--- src/rtl/cpu_sdram_bridge_pkg.sv ---
// Shared definitions for the CPU-to-SDRAM-controller bridge.
//   - default CPU word / SDRAM halfword address widths
//   - FSM state encodings (plain 3-bit constants for legacy tools)
//   - halfword select constants and a byte-enable helper
package cpu_sdram_bridge_pkg;

  localparam int CPU_AW_DEF = 21;
  localparam int SD_AW_DEF  = CPU_AW_DEF + 1;

  typedef logic [2:0] state_t;

  localparam state_t S_IDLE    = 3'd0;
  localparam state_t S_WR_LO   = 3'd1;
  localparam state_t S_WR_HI   = 3'd2;
  localparam state_t S_RD_LO   = 3'd3;
  localparam state_t S_RD_HI   = 3'd4;
  localparam state_t S_RD_WAIT = 3'd5;
  localparam state_t S_DONE    = 3'd6;

  // Halfword select: appended as the LSB of the SDRAM halfword address.
  localparam logic HW_LO = 1'b0;
  localparam logic HW_HI = 1'b1;

  // Active-low byte enables for one half of a 32-bit word.
  function automatic logic [1:0] half_be_n(input logic [3:0] be, input logic hi);
    return hi ? ~be[3:2] : ~be[1:0];
  endfunction

endpackage

--- src/rtl/cpu_sdram_bridge.sv ---
// CPU (32-bit word) to SDRAM controller (16-bit halfword) bridge.
// Each CPU word N maps to halfwords 2N (bits 15:0) and 2N+1 (bits 31:16).
// Writes issue only the halves whose byte enables are non-zero; reads
// always fetch both halves and wait for two za_valid beats.
//
// Ports:
//   clk, reset        single clock, synchronous active-high reset
//   cpu_req/we/addr/be/wdata  request, held until cpu_ack
//   cpu_rdata, cpu_ack        read data and one-cycle completion pulse
//   az_addr/rd_n/wr_n/be_n/data  command to the SDRAM controller
//   za_data/valid/waitrequest    read beats and command stall
//
// Optional feature: define BRIDGE_READ_BUFFER_EN to add a one-entry read
// buffer (address/data/valid) that answers repeated reads without SDRAM
// traffic. Any accepted write to the buffered address invalidates it.
module cpu_sdram_bridge
  import cpu_sdram_bridge_pkg::*;
#(
  parameter int CPU_AW = CPU_AW_DEF,
  parameter int SD_AW  = SD_AW_DEF
) (
  input  logic              clk,
  input  logic              reset,
  input  logic              cpu_req,
  input  logic              cpu_we,
  input  logic [CPU_AW-1:0] cpu_addr,
  input  logic [3:0]        cpu_be,
  input  logic [31:0]       cpu_wdata,
  output logic [31:0]       cpu_rdata,
  output logic              cpu_ack,
  output logic [SD_AW-1:0]  az_addr,
  output logic              az_rd_n,
  output logic              az_wr_n,
  output logic [1:0]        az_be_n,
  output logic [15:0]       az_data,
  input  logic [15:0]       za_data,
  input  logic              za_valid,
  input  logic              za_waitrequest
);

  state_t            state_q, state_d;
  logic [CPU_AW-1:0] addr_q,  addr_d;
  logic [3:0]        be_q,    be_d;
  logic [31:0]       wdata_q, wdata_d;
  logic [31:0]       rdata_q, rdata_d;
  logic [1:0]        beat_q,  beat_d;

  logic in_read;
  logic hw_sel;

`ifdef BRIDGE_READ_BUFFER_EN
  logic              buf_vld_q,  buf_vld_d;
  logic [CPU_AW-1:0] buf_addr_q, buf_addr_d;
  logic [31:0]       buf_data_q, buf_data_d;
`endif

  assign in_read = (state_q == S_RD_LO) || (state_q == S_RD_HI) ||
                   (state_q == S_RD_WAIT);

  always_comb begin
    state_d = state_q;
    addr_d  = addr_q;
    be_d    = be_q;
    wdata_d = wdata_q;
    rdata_d = rdata_q;
    beat_d  = beat_q;
`ifdef BRIDGE_READ_BUFFER_EN
    buf_vld_d  = buf_vld_q;
    buf_addr_d = buf_addr_q;
    buf_data_d = buf_data_q;
`endif

    // Beats may arrive in any read state (including while RD_HI is still
    // being issued); the first is always the low half.
    if (in_read && za_valid && (beat_q != 2'd2)) begin
      if (beat_q == 2'd0) rdata_d[15:0]  = za_data;
      else                rdata_d[31:16] = za_data;
      beat_d = beat_q + 2'd1;
    end

    case (state_q)
      S_IDLE: begin
        if (cpu_req) begin
          addr_d  = cpu_addr;
          be_d    = cpu_be;
          wdata_d = cpu_wdata;
          beat_d  = 2'd0;
          if (cpu_we) begin
            if (|cpu_be[1:0])      state_d = S_WR_LO;
            else if (|cpu_be[3:2]) state_d = S_WR_HI;
            else                   state_d = S_DONE;
`ifdef BRIDGE_READ_BUFFER_EN
            if (cpu_addr == buf_addr_q) buf_vld_d = 1'b0;
`endif
          end else begin
            state_d = S_RD_LO;
`ifdef BRIDGE_READ_BUFFER_EN
            if (buf_vld_q && (cpu_addr == buf_addr_q)) begin
              state_d = S_DONE;
              rdata_d = buf_data_q;
            end
`endif
          end
        end
      end
      S_WR_LO:   if (!za_waitrequest) state_d = (|be_q[3:2]) ? S_WR_HI : S_DONE;
      S_WR_HI:   if (!za_waitrequest) state_d = S_DONE;
      S_RD_LO:   if (!za_waitrequest) state_d = S_RD_HI;
      S_RD_HI:   if (!za_waitrequest) state_d = S_RD_WAIT;
      S_RD_WAIT: begin
        // beat_d already includes a beat landing this cycle, so DONE
        // follows the cycle of the second za_valid.
        if (beat_d == 2'd2) begin
          state_d = S_DONE;
`ifdef BRIDGE_READ_BUFFER_EN
          buf_vld_d  = 1'b1;
          buf_addr_d = addr_q;
          buf_data_d = rdata_d;
`endif
        end
      end
      S_DONE:    state_d = S_IDLE;
      default:   state_d = S_IDLE;
    endcase
  end

  always_ff @(posedge clk) begin
    if (reset) begin
      state_q <= S_IDLE;
      addr_q  <= '0;
      be_q    <= '0;
      wdata_q <= '0;
      rdata_q <= '0;
      beat_q  <= '0;
    end else begin
      state_q <= state_d;
      addr_q  <= addr_d;
      be_q    <= be_d;
      wdata_q <= wdata_d;
      rdata_q <= rdata_d;
      beat_q  <= beat_d;
    end
  end

`ifdef BRIDGE_READ_BUFFER_EN
  always_ff @(posedge clk) begin
    if (reset) begin
      buf_vld_q  <= 1'b0;
      buf_addr_q <= '0;
      buf_data_q <= '0;
    end else begin
      buf_vld_q  <= buf_vld_d;
      buf_addr_q <= buf_addr_d;
      buf_data_q <= buf_data_d;
    end
  end
`endif

  // Command outputs decode straight from the registered state, so they
  // stay stable for as long as the state is held by za_waitrequest.
  assign hw_sel  = ((state_q == S_WR_HI) || (state_q == S_RD_HI)) ? HW_HI : HW_LO;
  assign az_wr_n = !((state_q == S_WR_LO) || (state_q == S_WR_HI));
  assign az_rd_n = !((state_q == S_RD_LO) || (state_q == S_RD_HI));

  always_comb begin
    az_addr = '0;
    az_data = '0;
    az_be_n = 2'b11;
    if (!az_wr_n) begin
      az_addr = SD_AW'({addr_q, hw_sel});
      az_data = hw_sel ? wdata_q[31:16] : wdata_q[15:0];
      az_be_n = half_be_n(be_q, hw_sel);
    end else if (!az_rd_n) begin
      az_addr = SD_AW'({addr_q, hw_sel});
      az_be_n = 2'b00;
    end
  end

  assign cpu_ack   = (state_q == S_DONE);
  assign cpu_rdata = rdata_q;

endmodule

--- config.mk ---
export PLATFORM = sky130hd
export DESIGN_NAME = cpu_sdram_bridge
export DESIGN_NICKNAME = d
export VERILOG_FILES = /design/src/rtl/cpu_sdram_bridge_pkg.sv /design/src/rtl/cpu_sdram_bridge.sv
export SDC_FILE = /design/constraint.sdc
export NUM_CORES = 1
export LEC_CHECK = 0
export CORE_ASPECT_RATIO = 1.5
export CORE_UTILIZATION = 47
export CTS_BUF_LIST = sky130_fd_sc_hd__clkbuf_16
export CTS_CLUSTER_DIAMETER = 100
export DETAILED_ROUTE_END_ITERATION = 10
export GPL_ROUTABILITY_DRIVEN = 0
export PLACE_DENSITY = 0.86
export SLEW_MARGIN = 20
export SYNTH_ARGS = -nofsm -noshare
export SYNTH_HDL_FRONTEND = slang
export SYNTH_SLANG_ARGS = --single-unit
--- constraint.sdc ---
create_clock -name clk -period 4.8 [get_ports clk]
set_clock_uncertainty 0.15 [all_clocks]
set_input_delay 0.72 -clock clk [delete_from_list [all_inputs] [get_ports clk]]
set_output_delay 0.72 -clock clk [all_outputs]
set_load 0.02 [all_outputs]
Yosys cells after proc, flatten, opt, wreduce, memory -nomap -nowiden

Index checks and enable logic that the tools add are counted.

Register bits: 94
Word-level logic and storage cells: 64
Output and inout bits: 75
Input port bits: 79

Equal/unequal tests: 14
Bitwise logic cells: 3
Add/subtract/negate cells: 1
Mux-type cells: 22
Reductions and logical operators: 17

Operators with widths:

| operator                                                         | count |
|---|---|
| 22-bit 2-to-1 mux                                                | 2 |
| 16-bit 2-to-1 mux                                                | 2 |
| 3-bit 2-to-1 mux                                                 | 10 |
| 3-bit case mux with 6 select lines                               | 1 |
| 2-bit 2-to-1 mux                                                 | 6 |
| 2-bit != test (second input constant)                            | 6 |
| 3-bit == test (second input constant)                            | 3 |
| 3-bit by 2-bit == test with 1-bit output (second input constant) | 2 |
| 2-bit AND reduction                                              | 3 |
| 6-bit AND reduction                                              | 1 |
| 2-bit OR reduction                                               | 3 |
| 1-bit logical OR                                                 | 4 |
| 2-bit inverter                                                   | 2 |
| 3-bit by 1-bit == test with 1-bit output (second input constant) | 1 |
| 3-bit logical NOT                                                | 1 |
| 2-bit by 1-bit adder with 2-bit output (second input constant)   | 1 |
| 2-bit == test (second input constant)                            | 1 |
| 1-bit logical AND                                                | 2 |
| 1-bit logical NOT                                                | 2 |
| 2-bit logical NOT                                                | 1 |
| 2-bit by 1-bit != test with 1-bit output (second input constant) | 1 |
| 1-bit 2-to-1 mux                                                 | 1 |
| 1-bit inverter                                                   | 1 |

Logic depth before layout (Yosys ltp)

Gate-level depths: netlist of run 1.

Depth in word-level cells: 9
Mapped depth: 7
Mapped depth without buffers: 6

Worst setup path after synthesis of run 1

Ideal clock, no wire load.

Kind: register to output
From: register state_q[1]
To: output port az_data[10]
Path buffers: 3
Arrival time: 1605 ps
Stages on the path, launching flop included: 8
Required time: 3930 ps
Setup slack: 2325 ps
Cell sequence: dfxtp_1 -> buf_6 -> nand2b_4 -> buf_6 -> a21oi_4 -> buf_4 -> mux2i_1 -> nor2_1

Cells in the longest elaborated chain, start to end: 5
Elaborated cells on any way between the ends: 8
Those cells by class: eq/ne: 3; mux: 3; reduce/logical: 2

RTL lines:

| what                                                                             | RTL line                                         | text |
|---|---|---|
| start: declaration                                                               | cpu_sdram_bridge.sv:41                           | `state_t state_q, state_d;` |
| start signal: assignment                                                         | cpu_sdram_bridge.sv:136                          | `state_q <= state_d;` |
| 3-bit by 2-bit == test with 1-bit output / 3-bit == test (equally long branches) | cpu_sdram_bridge.sv:161, cpu_sdram_bridge.sv:162 |  |
| 1-bit logical OR                                                                 | cpu_sdram_bridge.sv:161                          | `assign hw_sel = ((state_q == S_WR_HI) \|\| (state_q == S_RD_HI)) ? HW_HI : HW_LO;` |
| 1-bit 2-to-1 mux                                                                 | cpu_sdram_bridge.sv:161                          |  |
| 16-bit 2-to-1 mux                                                                | cpu_sdram_bridge.sv:171                          | `az_data = hw_sel ? wdata_q[31:16] : wdata_q[15:0];` |
| 16-bit 2-to-1 mux (*)                                                            | cpu_sdram_bridge.sv:169                          | `if (!az_wr_n) begin` |
| end: declaration                                                                 | cpu_sdram_bridge.sv:35                           | `output logic [15:0] az_data,` |

Every way passes the cells marked *; elsewhere a longest branch is shown, timed or not.

Worst setup path after layout of run 1

From: register state_q[1]
To: output port az_data[15]

Same word-level chain as after synthesis.

==> flow_summary.toml, run 1 <==
[clocking]
cts_tree = "built"
insertion_delay_ns = 0.34
cts_setup_buffers = 0
htree_num_levels = 3
cts.sinks = 94
clockBufferDepth = 2
ctsHoldBuffers = 0
ctsResizeCount = 0
root_buffer = "clkbuf_16"
path_clk_slew_ns = 0.06
numCtsBuffers = 9

[timing]
finalCritPeriodShare = 0.772
worst_pin_slew_ns = 1.11
hold_viol = 0
slew_violations = 0
fmax_mhz = 270
slew_headroom = 0.261
finalSetupTns_ns = 0
setup_viol = 0
rsz0062_at_grt = "no"
period_minus_slack_ns = 3.71

[grt]
grt.overflow.total = 0
grt_pass1_wl_um = 16200
grt_antenna_before_repair = 0
track_usage = 0.229
grt_max_degree = 63
grt_pass1_vias = 3596

[detailed_routing]
wl_per_cell_um = 14.1
antenna_left = 0
wirelength_um = 10100
remaining_drc_errors = 0
via_per_inst = 5.09
drt-pass1-iter-count = 5
vias = 3664
drt_iter0_markers = 188

[worst_setup_path]
critPathSlowestCell = "dfxtp_1"
cp.required_ns = 3.93
crit_path_cell_trace = "nand2b_1, a21oi_4, mux2i_1, nor2_1, clkdlybuf4s50_1"
worstSetupStartpointType = "register"
crit_type = "reg2out"
crit_buf_inv = 1
cp_slowest_stage_delay_ns = 0.75
endpoint_kind = "output port"
critPathMaxFanout = 18
worstPathArrival_ns = 2.84
crit_family = "flip-flops"
r2r_slack_ns = 2.12

[power_and_ir_drop]
powerDensity_nw_per_um2 = 512
p_seq_frac = 0.351
vdd_drop_max_uv = 305
leakage_uw = 0.00209
power.switching_uw = 1120
p_sw_frac = 0.376
p_int_uw = 1860
power_frac_comb = 0.411
design_power_total_uw = 2980
p_clk_frac = 0.238

[floorplanning]
coreArea_um2 = 8160
fp.dieH_um = 115
fp-row-count = 40
ios = 154
dieWidth_um = 77.5
start_util = 0.492
die_area_um2 = 8920

[final_layout]
syn_to_final_growth_pct = 45.1
fillers = 640
n_antenna_cell = 0
final_nets = 691
postLayoutCoreUtil = 0.714
drive_gt1_frac = 0.0472

[synth]
ys_ff_latch = 94
yosys.area.top_type = "dfxtp_1"
synth_top_family_by_area = "simple AND/OR/NAND/NOR gates"
synth.most_common_cell = "nand2_1"
synth_xor_area_frac = 0.00655
synth-compound-area-share = 0.118
ys.flop_type = "dfxtp_1"
ys_types = 37
synthMuxAreaShare = 0.122
synth-async-reset-ratio = 0
netlist_area_um2 = 4010
synth_top_area_frac = 0.469
syn_nets = 559
seq_area_frac_synth = 0.469
synth-simple-area-share = 0.227
synth_fa_ha_area_frac = 0.00623
yosys_warnings = 0
synth_edf_count = 0
syn_inst = 478
avgSynthCellArea_um2 = 8.40
synth_area_leaders = "dfxtp_1 47%, mux2i_1 12%, nand2_1 11%"
synthTopCellsByCount = "117 x nand2_1, 94 x dfxtp_1, 66 x a21oi_1, 51 x nor2_1, 49 x mux2i_1"

[flow_run]
maxCapViolCount = 0

[outcome]
outcome = "completed"

[place]
port_buffers = 153
place_hpwl_um = 7220

[worst_hold_path]
hold_class = "reg2reg"
[state kept, by name, indices dropped and copies added, names as in the netlist]
signal	count
cpu_rdata	32
addr_q	21
beat_q	2
wdata_q	32
be_q	4
state_q	3
[routing by layer]
| layer | track usage | part of all wire |
|---|---|---|
| met1 | 0.226 | 0.37 |
| met2 | 0.447 | 0.56 |
| met3 | 0.0468 | 0.039 |
| met4 | 0.114 | 0.030 |
| met5 | 0 | 0 |
[worst reg2reg max path: cells and delay by family (launching register included)]
family / cells / cell delay [ns]
AO/OA/AOI/OAI: 1 / 0.17
AND/OR/NAND/NOR: 3 / 1.08
buffers and inverters: 1 / 0.47
flip-flops: 1 / 0.74
[logic make-up after synthesis]
logic type / after synthesis
and+or+nand+nor: 208
DFF: 94
AOI/OAI and AO/OA: 81
muxes: 49
buffers and inverters: 41
xor gates and xnor gates: 3
adders and majority gates: 2
[metrics by stage]
stage / setup slack, ns / instance area, um^2 / instances / hold WS [ns]
final: 1.09 / 5820 / 720 / 0.300
after global routing: 0.865 / 5820 / 720 / 0.317
after detailed placement: 1.46 / 5520 / 704 / 0.293
after floorplan: 2.32 / 4010 / 478 / 0.282
after CTS: 1.09 / 5820 / 720 / 0.302
after global placement: 1.55 / 5520 / 704 / 0.288
[power by group through the flow]
stage | clock, uW | sequential [uW] | combinational, uW
5_1_grt | 757 | 1070 | 1350
3_5_place_dp | 0 | 1060 | 1230
3_3_place_gp | 0 | 1050 | 1200
6_report | 710 | 1050 | 1220
2_1_floorplan | 0 | 1010 | 877
4_1_cts | 718 | 1050 | 1240
[cell type report]
cell class                      count  area, um^2  share of cell area
Clock inverter                      7        72.6              0.0125
Timing Repair Buffer              157        1560               0.268
Multi-Input combinational cell    343        1940               0.332
Inverter                            5        18.8             0.00322
Sequential cell                    94        1880               0.323
Tap cell                          105         131              0.0226
Clock buffer                        9         225              0.0387
[cells in the final DEF (no fill, tap or decap), types with 2 or more instances in the layout]
cell type,synthesis,routed
inv_1,5,5
nand2b_1,3,3
a211oi_4,2,2
or3_1,2,2
a211oi_1,2,2
nor3b_1,2,2
o21ai_0,3,3
nand2_1,117,117
mux2i_1,49,49
inv_6,0,2
clkinvlp_4,0,2
clkinv_2,0,2
clkbuf_16,0,9
nor2_1,51,51
xnor2_1,2,2
a31o_2,2,2
a21oi_1,66,66
nor3_1,4,4
dfxtp_1,94,94
and2_1,22,22
clkdlybuf4s50_1,0,152
ha_1,2,2
buf_4,2,5
[path summary, 6_finish.rpt]
kind,startpoint,to,cells past startpoint
max,state_q[1]$_SDFFE_PP0P_,az_data[15],5
min,addr_q[20]$_SDFFE_PP0P_,addr_q[20]$_SDFFE_PP0P_,2
max reg2reg,state_q[0]$_SDFFE_PP0P_,wdata_q[16]$_SDFFE_PP0P_,5
min reg2reg,addr_q[20]$_SDFFE_PP0P_,addr_q[20]$_SDFFE_PP0P_,2
No activity file was read; power rests on OpenSTA's default activity.
==> run 2, diff against run 1 <==
CORE_UTILIZATION = 40   (was 47)
PLACE_DENSITY = 0.78   (was 0.86)
clock period = 3.2 ns   (was 4.8 ns; I/O delays follow)
==> run 2 against run 1 <==
Net effect: global-route usage fell by 3.6 points; worst setup slack lost 0.96 ns; largest power group unchanged; core utilization shrank 10 points; combinational power grew 61%; clock power up 55%; sequential power increased by 44%; routed wire length is 1.4% lower; flip-flop and latch count is the same; worst hold slack better by 0.0017 ns; final cell count up 2.6%; cell area is 1.6% higher; via count down 0.49%; critical path type unchanged.
==> flow_summary.toml, run 2 (synthesis results as in run 1) <==
[outcome]
outcome = "completed"

[place]
placed_area_um2 = 5610
port_buffers = 153
dp_cells = 724
place_hpwl_um = 7290

[floorplanning]
die_area_um2 = 10400
coreArea_um2 = 9690
ios = 154
dieWidth_um = 83.8
fp.dieH_um = 125
start_util = 0.414
fp-row-count = 44

[grt]
grt_pass1_vias = 3636
grt.overflow.total = 0
grt_pass1_wl_um = 16400
grt_antenna_before_repair = 0
track_usage = 0.193
grt_max_degree = 46

[worst_setup_path]
crit_path_cell_trace = "xor2_1, nand2b_1, buf_4, nor2_1, clkdlybuf4s50_1"
critPathMaxFanout = 11
worstSetupStartpointType = "register"
critPathSlowestCell = "clkdlybuf4s50_1"
endpoint_kind = "output port"
crit_buf_inv = 2
crit_family = "buffers and inverters"
crit_type = "reg2out"
worstPathArrival_ns = 2.44
cp.required_ns = 2.57
cp_slowest_stage_delay_ns = 0.62

[detailed_routing]
remaining_drc_errors = 0
via_per_inst = 4.93
drt_iter0_markers = 148
wl_per_cell_um = 13.5
vias = 3646
wirelength_um = 10000
drt-pass1-iter-count = 4
antenna_left = 0

[timing]
hold_viol = 0
finalCritPeriodShare = 0.959
period_minus_slack_ns = 3.07
slew_violations = 0
slew_headroom = 0.688
hold_slack_ns = 0.302
fmax_mhz = 326
rsz0062_at_grt = "no"
finalSetupTns_ns = 0
worst_pin_slew_ns = 0.467
setup_viol = 0

[clocking]
cts_setup_buffers = 0
ctsHoldBuffers = 0
path_clk_slew_ns = 0.06
cts.sinks = 94
ctsResizeCount = 0
htree_num_levels = 3
clockBufferDepth = 2
cts_tree = "built"
root_buffer = "clkbuf_16"
insertion_delay_ns = 0.33
numCtsBuffers = 9

[final_layout]
finalNonFillerCells = 739
drive_gt1_frac = 0.0577
final_nets = 701
layout_common_cells = "152 x clkdlybuf4s50_1, 117 x nand2_1, 94 x dfxtp_1"
layout_commonest_cell = "clkdlybuf4s50_1"
syn_to_final_growth_pct = 47.4
stdcell_area_um2 = 5920
postLayoutCoreUtil = 0.611
n_antenna_cell = 0

[power_and_ir_drop]
powerDensity_nw_per_um2 = 774
leakage_uw = 0.00215
vdd_drop_max_uv = 575

[flow_run]
maxCapViolCount = 0

[worst_hold_path]
hold_class = "reg2reg"
## run 2: cell count changes in the layout (fill, tap and decap cells not counted), sizes merged
cell	change
bufinv	+1
buf	+10
inv	-1
clkinvlp	-1
## run 2: path summary, 6_finish.rpt
path                                 from                         end  slack [ns]  cells past startpoint
hold / removal     addr_q[3]$_SDFFE_PP0P_      addr_q[3]$_SDFFE_PP0P_        0.30                      2
setup reg to reg     beat_q[0]$_SDFF_PP0_  cpu_rdata[23]$_SDFFE_PP0P_        1.12                      7
hold reg to reg    addr_q[3]$_SDFFE_PP0P_      addr_q[3]$_SDFFE_PP0P_        0.30                      2
setup / recovery  state_q[0]$_SDFFE_PP0P_                  az_data[3]        0.13                      5
## run 2: stage by stage
stage	worst slack, ns	power [uW]
detailed placement	0.468	3520
floorplan	0.965	2830
global route	0.0174	4870
global placement	0.540	3470
finish	0.132	4580
CTS	0.0950	4620
## run 2: layout make-up
cell class	count	area (um^2)
multi-input combinational	343	1940
inverter	5	18.8
clock buffer	9	225
timing repair buffer	167	1630
clock inverter	6	78.8
sequential	94	1880
tap	115	144
fill	844	3770
## run 2: power breakdown
part,switching (uW),internal (uW)
registers,136,1370
logic,1100,872
clock network,426,672
## run 2: worst reg2reg max path, cell delays in order (launching register included)
cell and delay (ns):
dfxtp_1 0.37, inv_1 0.10, ha_1 0.21, nand2b_1 0.26, a211oi_4 0.25, buf_4 0.32
mux2i_1 0.24, nor2_1 0.05
## run 2: per-layer routing
| layer | up-vias | track usage | part of all wire |
|---|---|---|---|
| met1 | 1676 | 0.206 | 0.39 |
| met4 | 0 | 0.0907 | 0.030 |
| met3 | 20 | 0.0325 | 0.043 |
| met2 | 101 | 0.362 | 0.53 |
| li1 | 1849 | - | - |
| met5 | - | 0 | 0 |
==> run 3, diff against run 2 <==
CORE_UTILIZATION = 44   (was 40)
PLACE_DENSITY = 0.81   (was 0.78)
clock period = 3.05 ns   (was 3.2 ns; I/O delays follow)
==> run 3 against run 2 <==
Net effect: final cell count decreased by 0.54%; critical path depth increased by 1; worst hold slack got worse by 0.0034 ns; highest routed layer unchanged; critical endpoint is now az_data[1]; sequential share of layout area increased by 0.16 points; non-clock buffer count unchanged; sequential power increased by 5%; count of clock-buffer cells in the layout unchanged; power increased by 3.2%; first-iteration DRC count increased by 18%.
==> flow_summary.toml, run 3 (synthesis results as in run 1) <==
[outcome]
outcome = "completed"

[timing]
hold_viol = 0
worst_pin_slew_ns = 0.735
finalCritPeriodShare = 0.930
hold_slack_ns = 0.298
setup_viol = 0
finalSetupTns_ns = 0
period_minus_slack_ns = 2.84
slew_headroom = 0.510
slew_violations = 0
rsz0062_at_grt = "no"
fmax_mhz = 353

[power_and_ir_drop]
powerDensity_nw_per_um2 = 803
leakage_uw = 0.00214
vdd_drop_max_uv = 470
design_power_total_uw = 4730

[detailed_routing]
drt-pass1-iter-count = 4
antenna_left = 0
wl_per_cell_um = 14.0
drt_iter0_markers = 174
vias = 3728
remaining_drc_errors = 0
via_per_inst = 5.07
wirelength_um = 10300

[floorplanning]
dieWidth_um = 80.0
start_util = 0.455
ios = 154
coreArea_um2 = 8830
fp-row-count = 42
fp.dieH_um = 119
die_area_um2 = 9520

[flow_run]
maxCapViolCount = 0

[worst_setup_path]
endpoint_kind = "output port"
r2r_start = "state_q[0]$_SDFFE_PP0P_"
worstSetupStartpointType = "register"
worstPathArrival_ns = 2.23
critPathMaxFanout = 17
crit_start = "state_q[2]$_SDFFE_PP0P_"
crit_type = "reg2out"
crit_path_cell_trace = "nand2b_1, a21oi_4, buf_4, mux2i_1, nor2_1, clkdlybuf4s50_1"
cp.required_ns = 2.44
critPathSlowestCell = "clkdlybuf4s50_1"
cp_slowest_stage_delay_ns = 0.63

[final_layout]
drive_gt1_frac = 0.0592
postLayoutCoreUtil = 0.667
final_nets = 701
syn_to_final_growth_pct = 46.7
finalNonFillerCells = 735
n_antenna_cell = 0
layout_common_cells = "152 x clkdlybuf4s50_1, 117 x nand2_1, 94 x dfxtp_1"
layout_commonest_cell = "clkdlybuf4s50_1"

[clocking]
path_clk_slew_ns = 0.06
htree_num_levels = 3
insertion_delay_ns = 0.34
clockBufferDepth = 2
cts_tree = "built"
root_buffer = "clkbuf_16"
cts.sinks = 94
cts_setup_buffers = 0
numCtsBuffers = 9

[place]
port_buffers = 153
dp_cells = 719
place_hpwl_um = 7470

[grt]
grt_pass1_vias = 3599
grt.overflow.total = 0
grt_pass1_wl_um = 16500
track_usage = 0.225
grt_max_degree = 46
grt_antenna_before_repair = 0

[worst_hold_path]
hold_class = "reg2reg"
worstHoldStart = "addr_q[6]$_SDFFE_PP0P_"
[run 3: cell types whose count changed in the layout (fill, tap and decap cells not counted), sizes merged]
cell,change
clkinvlp,-1
clkinv,+3
bufinv,-1
[run 3: layer usage]
metal / vias up / global-route usage / share of wire
li1: 1848 / - / -
met3: 36 / 0.0429 / 0.043
met1: 1713 / 0.232 / 0.37
met2: 131 / 0.403 / 0.54
met5: - / 0 / 0
met4: 0 / 0.148 / 0.052
[run 3: final cells by class]
cell class | instances | area (um^2)
fillers | 702 | 2940
multi-input cells | 343 | 1940
flip-flops and latches | 94 | 1880
repair buffers | 167 | 1630
clock buffers | 9 | 225
well taps | 110 | 138
clock inverters | 7 | 56.3
inverters | 5 | 18.8
[run 3: worst max-delay path: cells and delay by family, from the launching register on]
| kind | cells | cell delay, ns |
|---|---|---|
| muxes | 1 | 0.12 |
| AOI/OAI and AO/OA | 1 | 0.14 |
| and+or+nand+nor | 2 | 0.33 |
| DFF | 1 | 0.36 |
| buffers and inverters | 2 | 0.94 |
[run 3: report_power, final]
group	total (uW)	switching (uW)	internal, uW
logic	2090	1170	913
clock network	1070	444	622
registers	1580	138	1440
[run 3: stage by stage]
| stage | setup WS (ns) | instance area [um^2] |
|---|---|---|
| floorplan | 0.837 | 4010 |
| global placement | 0.526 | 5610 |
| detailed placement | 0.444 | 5610 |
| CTS | 0.0721 | 5890 |
| global route | 0.0977 | 5890 |
| finish | 0.214 | 5890 |
[run 3: repair_timing]
item	CTS	global route
hold buffers	0	0
resized for setup	0	1
endpoints found under the setup margin	0	16
[run 3: final timing paths]
kind	to	slack [ns]	depth (start not counted)
hold reg to reg	addr_q[6]$_SDFFE_PP0P_	0.30	2
hold / removal	addr_q[6]$_SDFFE_PP0P_	0.30	2
setup reg to reg	cpu_rdata[21]$_SDFFE_PP0P_	0.93	6
setup / recovery	az_data[1]	0.21	6
